--- src/rtl/mul_share_arbiter.sv ---
// Shares one multi-cycle signed 4x4 multiplier among four requesters; round-robin grant, or lowest index wins when MUL_ARB_FIXED_PRIO_EN is defined.
// Latency: req sampled in IDLE cycle c -> mul_start in c+1, done in c+RESULT_DELAY+2; requests arriving while busy are ignored, not queued.
module mul_share_arbiter #(
    parameter int NREQ         = 4,
    parameter int RESULT_DELAY = 6
) (
    input  logic              clk,
    input  logic              rst_n,
    input  logic [NREQ-1:0]   req,
    input  logic [4*NREQ-1:0] a_in,
    input  logic [4*NREQ-1:0] b_in,
    output logic [NREQ-1:0]   gnt,
    output logic [NREQ-1:0]   done,
    output logic [7:0]        result,
    output logic              busy,
    output logic              mul_start,
    output logic [3:0]        mul_a,
    output logic [3:0]        mul_b,
    input  logic [7:0]        mul_p
);
    localparam int IDXW = $clog2(NREQ);
    localparam int CNTW = (RESULT_DELAY > 2) ? $clog2(RESULT_DELAY) : 1;

    typedef enum logic [1:0] {
        IDLE  = 2'd0,
        ISSUE = 2'd1,
        WAIT  = 2'd2,
        DONE  = 2'd3
    } state_t;

    state_t          state;
    logic [IDXW-1:0] win_idx;
    logic [3:0]      op_a;
    logic [3:0]      op_b;
    logic [CNTW-1:0] cnt;

`ifndef MUL_ARB_FIXED_PRIO_EN
    logic [IDXW-1:0] ptr;
`endif

    // Winner among current requests; only meaningful when req is nonzero.
    logic [IDXW-1:0] win_idx_c;
`ifdef MUL_ARB_FIXED_PRIO_EN
    always_comb begin
        win_idx_c = '0;
        for (int i = NREQ - 1; i >= 0; i--) begin
            if (req[i]) win_idx_c = IDXW'(i);
        end
    end
`else
    logic [IDXW-1:0] cand;
    always_comb begin
        win_idx_c = '0;
        cand      = '0;
        // Descending scan so the candidate closest to ptr is assigned last and wins.
        for (int k = NREQ - 1; k >= 0; k--) begin
            cand = ptr + IDXW'(k);
            if (req[cand]) win_idx_c = cand;
        end
    end
`endif

    always_ff @(posedge clk) begin
        if (!rst_n) begin
            state     <= IDLE;
            win_idx   <= '0;
            op_a      <= '0;
            op_b      <= '0;
            cnt       <= '0;
            gnt       <= '0;
            done      <= '0;
            result    <= '0;
            mul_start <= 1'b0;
`ifndef MUL_ARB_FIXED_PRIO_EN
            ptr       <= '0;
`endif
        end else begin
            mul_start <= 1'b0;
            done      <= '0;
            case (state)
                IDLE: begin
                    if (|req) begin
                        win_idx   <= win_idx_c;
                        op_a      <= a_in[4*win_idx_c +: 4];
                        op_b      <= b_in[4*win_idx_c +: 4];
                        gnt       <= NREQ'(1) << win_idx_c;
                        mul_start <= 1'b1;
`ifndef MUL_ARB_FIXED_PRIO_EN
                        ptr       <= win_idx_c + IDXW'(1);
`endif
                        state     <= ISSUE;
                    end
                end
                ISSUE: begin
                    cnt   <= CNTW'(RESULT_DELAY - 1);
                    state <= WAIT;
                end
                WAIT: begin
                    // cnt reaches zero in the cycle whose closing edge is RESULT_DELAY after ISSUE.
                    if (cnt == '0) begin
                        result <= mul_p;
                        done   <= NREQ'(1) << win_idx;
                        state  <= DONE;
                    end else begin
                        cnt <= cnt - CNTW'(1);
                    end
                end
                DONE: begin
                    gnt   <= '0;
                    state <= IDLE;
                end
                default: state <= IDLE;
            endcase
        end
    end

    // Operands stay in op_a/op_b until the next grant, so the multiplier sees stable inputs.
    assign mul_a = op_a;
    assign mul_b = op_b;
    assign busy  = (state != IDLE);

endmodule

--- config.mk ---
export PLATFORM = sky130hd
export DESIGN_NAME = mul_share_arbiter
export DESIGN_NICKNAME = d
export VERILOG_FILES = /design/src/rtl/mul_share_arbiter.sv
export SDC_FILE = /design/constraint.sdc
export NUM_CORES = 1
export LEC_CHECK = 0
export CAP_MARGIN = 15
export CORE_MARGIN = 4
export CORE_UTILIZATION = 39
export CTS_BUF_LIST = sky130_fd_sc_hd__clkbuf_8
export DETAILED_ROUTE_END_ITERATION = 6
export GPL_ROUTABILITY_DRIVEN = 0
export PLACE_DENSITY = 0.78
export SETUP_SLACK_MARGIN = 0.05
export SLEW_MARGIN = 40
export SYNTH_ARGS = -nofsm -noshare
export SYNTH_HDL_FRONTEND = slang
export SYNTH_SLANG_ARGS = --single-unit
--- constraint.sdc ---
create_clock -name clk -period 2.02 [get_ports clk]
set_clock_uncertainty 0.2 [all_clocks]
set_input_delay 0.505 -clock clk [delete_from_list [all_inputs] [get_ports clk]]
set_output_delay 0.505 -clock clk [all_outputs]
set_load 0.01 [all_outputs]
# [Yosys cells after proc, flatten, opt, wreduce, memory -nomap -nowiden]
# Cells that the tools add are included.
# W data, S select, Z words.
[totals] output_inout_bits=26 wordCells=62 register_bits=34
[op_classes] magnitude_cmp=4 n_addsub=5 n_reduce_logical=13 n_mux=20 n_shift=4 eq_ne=6
[ops] operator="$shiftx A16 B5 Y4" n=2
[ops] operator="$lt A2 B3 Y1 const B" n=4
[ops] operator="$mux W2" n=6
[ops] operator="$reduce_and A2 Y1" n=6
[ops] operator="$bmux W1 S2" n=4
[ops] operator="$pmux W2 S4" n=1
[ops] operator="$pmux W4 S2" n=1
[ops] operator="$shl A1 B2 Y4 const A" n=2
[ops] operator="$ne A2 B2 Y1 const B" n=3
[ops] operator="$pmux W3 S2" n=1
[ops] operator="$reduce_bool A2 Y1" n=3
[ops] operator="$mux W1" n=5
[ops] operator="$add A2 B1 Y2 const B" n=2
[ops] operator="$add A2 B2 Y2 const B" n=2
[ops] operator="$eq A2 B2 Y1 const B" n=2
[ops] operator="$mux W4" n=1
[ops] operator="$reduce_or A4 Y1" n=1
[ops] operator="$logic_not A3 Y1" n=1
[ops] operator="$mux W3" n=1
[ops] operator="$reduce_and A3 Y1" n=1
[ops] operator="$sub A3 B1 Y3 const B" n=1
[ops] operator="$eq A2 B1 Y1 const B" n=1
[ops] operator="$logic_not A2 Y1" n=1

# [Depth between registers and ports, before layout]
[depth] ltp_word=10 mapped_depth=8 depth_no_buf=7

# [Worst setup path before layout]
# Ideal clock, no wire load.
[synth_timing] kind="input-to-reg" start="input port req[0]" end="register op_a[0], in the netlist mul_a[0]" setup_time_ns=0.126 required_time_ns=1.694 setup_slack_ns=0.051 n_path_buf=1 path_stages=5 arrival_time_ns=1.643 cell_sequence="mux2_4 a221oi_4 buf_12 mux2i_1 a221oi_2"
[synth_between] elab_chain_len=7
[synth_lines] element="start: declaration" line="9" text="input logic [NREQ-1:0] req,"
[synth_lines] element="$bmux W1 S2" line="58" text="if (req[cand]) win_idx_c = cand;"
[synth_lines] element="$mux W1 (not written as such)" line="58"
[synth_lines] element="$mux W2 (4 in a row)" line="58"
[synth_lines] element="$shiftx A16 B5 Y4" line="84" text="op_a <= a_in[4*win_idx_c +: 4];"
[synth_lines] element="end signal: assignment" line="84"
[synth_lines] element="end: declaration" line="33" text="logic [3:0] op_a;"
# Several ways; a longest one is shown, not always the timed one. The select of a mux whose other input is x is not followed.
# A chain may end at the register's enable or synchronous reset.

# [Worst setup path after layout]
[layout_timing] start="register ptr[1]" end="register op_b[2], in the netlist mul_b[2]"
[layout_between] elab_chain_len=8
[layout_lines] element="start: declaration" line="38" text="logic [IDXW-1:0] ptr;"
[layout_lines] element="start signal: assignment" line="89" text="ptr <= win_idx_c + IDXW'(1);"
[layout_lines] element="$add A2 B2 Y2" line="57" text="cand = ptr + IDXW'(k);"
[layout_lines] element="$bmux W1 S2" line="58"
[layout_lines] element="$mux W1 (not written as such)" line="58"
[layout_lines] element="$mux W2 (3 in a row)" line="58"
[layout_lines] element="$mux W2 (*)" line="58"
[layout_lines] element="$shiftx A16 B5 Y4 (*)" line="85" text="op_b <= b_in[4*win_idx_c +: 4];"
[layout_lines] element="end signal: assignment" line="85"
[layout_lines] element="end: declaration" line="34" text="logic [3:0] op_b;"
# Mark *: on every way between the ends. The rest lies on a longest branch, timed or not. The select of a mux whose other input is x is not followed.

==> impl_metrics.toml <==
[run_status]
status = "complete, but fails checks"
violations = "negative setup slack"

[floorplanning]
dieWidth_um = 73.64
coreArea_sq_um = 4086
fp.dieH_um = 73.64
die_area_sq_um = 5423
row_count = 23
pin_count = 72
initial_core_util_pct = 41.12

[placed_design]
dp_cells = 302
dpl_worst_slack_ps = -505.7
port_buffers = 71
dp_hpwl_mm = 3.418

[pwr]
swShare_pct = 36.07
seqPwrFrac_pct = 27.8
vdd_drop_max_mv = 0.7697
p_sw_w = 0.001311
p_comb_share_pct = 55.4
leakage_nw = 1.125
cellPowerDensity_nw_per_um2 = 1282
pwr-share-clk_pct = 16.8
power.internal_w = 0.002323

[cells_and_area]
instances_no_fill = 314
drive_gt1_share_pct = 23.86
area_growth_pct = 68.73
final_cell_mix = "clkdlybuf4s50_1, dfxtp_1, nor2_1"
final_common_cell = "clkdlybuf4s50_1"
finalNetCount = 316
antenna_cells_inserted = 0

[yosys]
synth.avg_cell_area_sq_um = 9.827
synth_top_area_share_pct = 40.51
synth_cell_types = 32
yosys_warnings = 0
ys_ff_latch = 34
syn-cell-area_sq_um = 1680
synth_nets = 224
yosysTopAreaCell = "dfxtp_1"
syn_inst = 171
synth_area_leaders = "dfxtp_1, mux2i_1, a221oi_2"
synth_sequential_area_ratio_pct = 40.51

[grt]
grt_overflow = 0
grt_max_degree = 14
antenna_found_initial = 0
grt_pass1_vias = 1601
grt_pass1_wl_mm = 7.479
globalRouteTotalUtil_pct = 18.28

[route]
dr.first_iter.drc_count = 120
drc = 0
drtAntennaViolNets = 0
drt-wirelength-per-cell_um = 15.73
vias = 1595
viasPerCell = 5.080
drt-total-wl_mm = 4.940
firstDrtPassIters = 4

[clocking]
clk_pin_slew_ps = 70
htreeDepth = 2
cts.path.max_buffers = 2
clock-sinks = 34
hold_buffers = 0
cts_buffers = 5
cts_root_buffer = "clkbuf_8"
cts_tree = "yes"
worstSkewPairLatency_ps = 290

[min_path]
hold_class = "reg2reg"

[timing]
slew_headroom_pct = 68.82
finalMaxSlewViolations = 0
tightest_slew_ps = 462.9
min_period_ps = 2055
finalWorstSetupSlack_ps = -34.66
max_freq_mhz = 486.7
finalSetupTns_ps = -34.66
grt_setup_unrepaired = "yes"
min_period_over_period_pct = 101.7
hold_viol_final = 0
setup_viol = 1

[critical_path]
start_kind = "register"
crit_required_ps = 2010
arrival_ps = 2050
critPathKind = "reg2reg"
cp_max_fo = 11
worstSetupEndpointType = "register"

[job]
max_cap_viol_count = 0
synthesized netlist by cell type, drive strengths merged:
cell and instances:
a21oi 10, a221oi 11, a32oi 2, and3b 1, and4 1, buf 5
clkbuf 4, dfxtp 34, ha 7, inv 12, mux2 1, mux2i 25
nand2 9, nand2b 2, nor2 22, nor2b 1, nor3 2, nor3b 2
nor4 1, o21a 1, o21ai 13, o21bai 1, o32ai 1, or3b 1
or4 1, xnor2 1
routing by layer:
metal  share of wire (%)  track usage (%)
met1                  40            22.60
met2                  53            30.61
met3                 4.2            4.104
met4                 2.8            7.243
met5                   0                0
sequential cells by signal, summed over array words and instances (netlist names):
register	cells
cnt	3
done	4
gnt	4
mul_a	4
mul_b	4
mul_start	1
ptr	2
result	8
state	2
win_idx	2
final cells by class:
cell class / count / area (sq um)
fillers: 313 / 1251
multi-input cells: 116 / 994.7
repair buffers: 94 / 939.7
flip-flops and latches: 34 / 684.4
clock buffers: 5 / 68.82
well taps: 50 / 62.56
inverters: 12 / 45.04
clock inverters: 3 / 40.04
path summary, 6_finish.rpt:
| path | start | to | slack, ps | cells past startpoint |
|---|---|---|---|---|
| max | ptr[1]$_SDFFE_PN0P_ | mul_b[2]$_SDFFE_PN0P_ | -30 | 6 |
| min | gnt[2]$_SDFFE_PN0P_ | gnt[2]$_SDFFE_PN0P_ | 260 | 2 |
| max reg2reg | ptr[1]$_SDFFE_PN0P_ | mul_b[2]$_SDFFE_PN0P_ | -30 | 6 |
| min reg2reg | gnt[2]$_SDFFE_PN0P_ | gnt[2]$_SDFFE_PN0P_ | 260 | 2 |
power groups by stage:
| stage | Sequential, W | Clock [W] | Combinational [W] |
|---|---|---|---|
| 6_report | 0.00101 | 0.000610 | 0.00201 |
| 5_1_grt | 0.00104 | 0.000657 | 0.00219 |
| 4_1_cts | 0.00100 | 0.000622 | 0.00191 |
| 3_5_place_dp | 0.00101 | 0 | 0.00177 |
| 3_3_place_gp | 0.00101 | 0 | 0.00175 |
| 2_1_floorplan | 0.00107 | 0 | 0.000955 |
through the flow:
stage / util (%) / hold WS [ps] / instance area, sq um / total power [W]
after floorplan: - / 247.5 / 1680 / 0.002023
after CTS: 67.45 / 259.1 / 2756 / 0.003535
after global routing: 69.38 / 288.8 / 2835 / 0.003879
after detailed placement: 62.52 / 249.0 / 2555 / 0.002782
final: 69.38 / 260.7 / 2835 / 0.003634
after global placement: 62.52 / 246.0 / 2555 / 0.002761
cell families (layout without fill, tap and decap cells):
kind of cell | after synthesis | after routing | synth area share [%]
AND/OR/NAND/NOR | 43 | 43 | 11.91
AO/OA/AOI/OAI | 39 | 39 | 19.44
flip-flops | 34 | 34 | 40.51
multiplexers | 26 | 26 | 15.79
buffers and inverters | 21 | 114 | 6.626
adder cells (fa/ha/maj) | 7 | 7 | 5.212
XOR/XNOR | 1 | 1 | 0.5213
repair_timing:
action | 4_1_cts | 5_1_grt
setup buffers | 1 | 1
setup endpoints to repair | 19 | 12
pin swaps | 4 | 8
resized for setup | 22 | 20
endpoints found under the hold margin | 0 | 0
cloned | 2 | 0
critical path, stage by stage, from the launching register on:
cell,delay [ps]
dfxtp_4,380
mux2_4,320
a221oi_4,350
buf_6,160
buf_16,130
mux2i_1,110
a221oi_2,300
No activity file was read; power rests on OpenSTA's default activity.
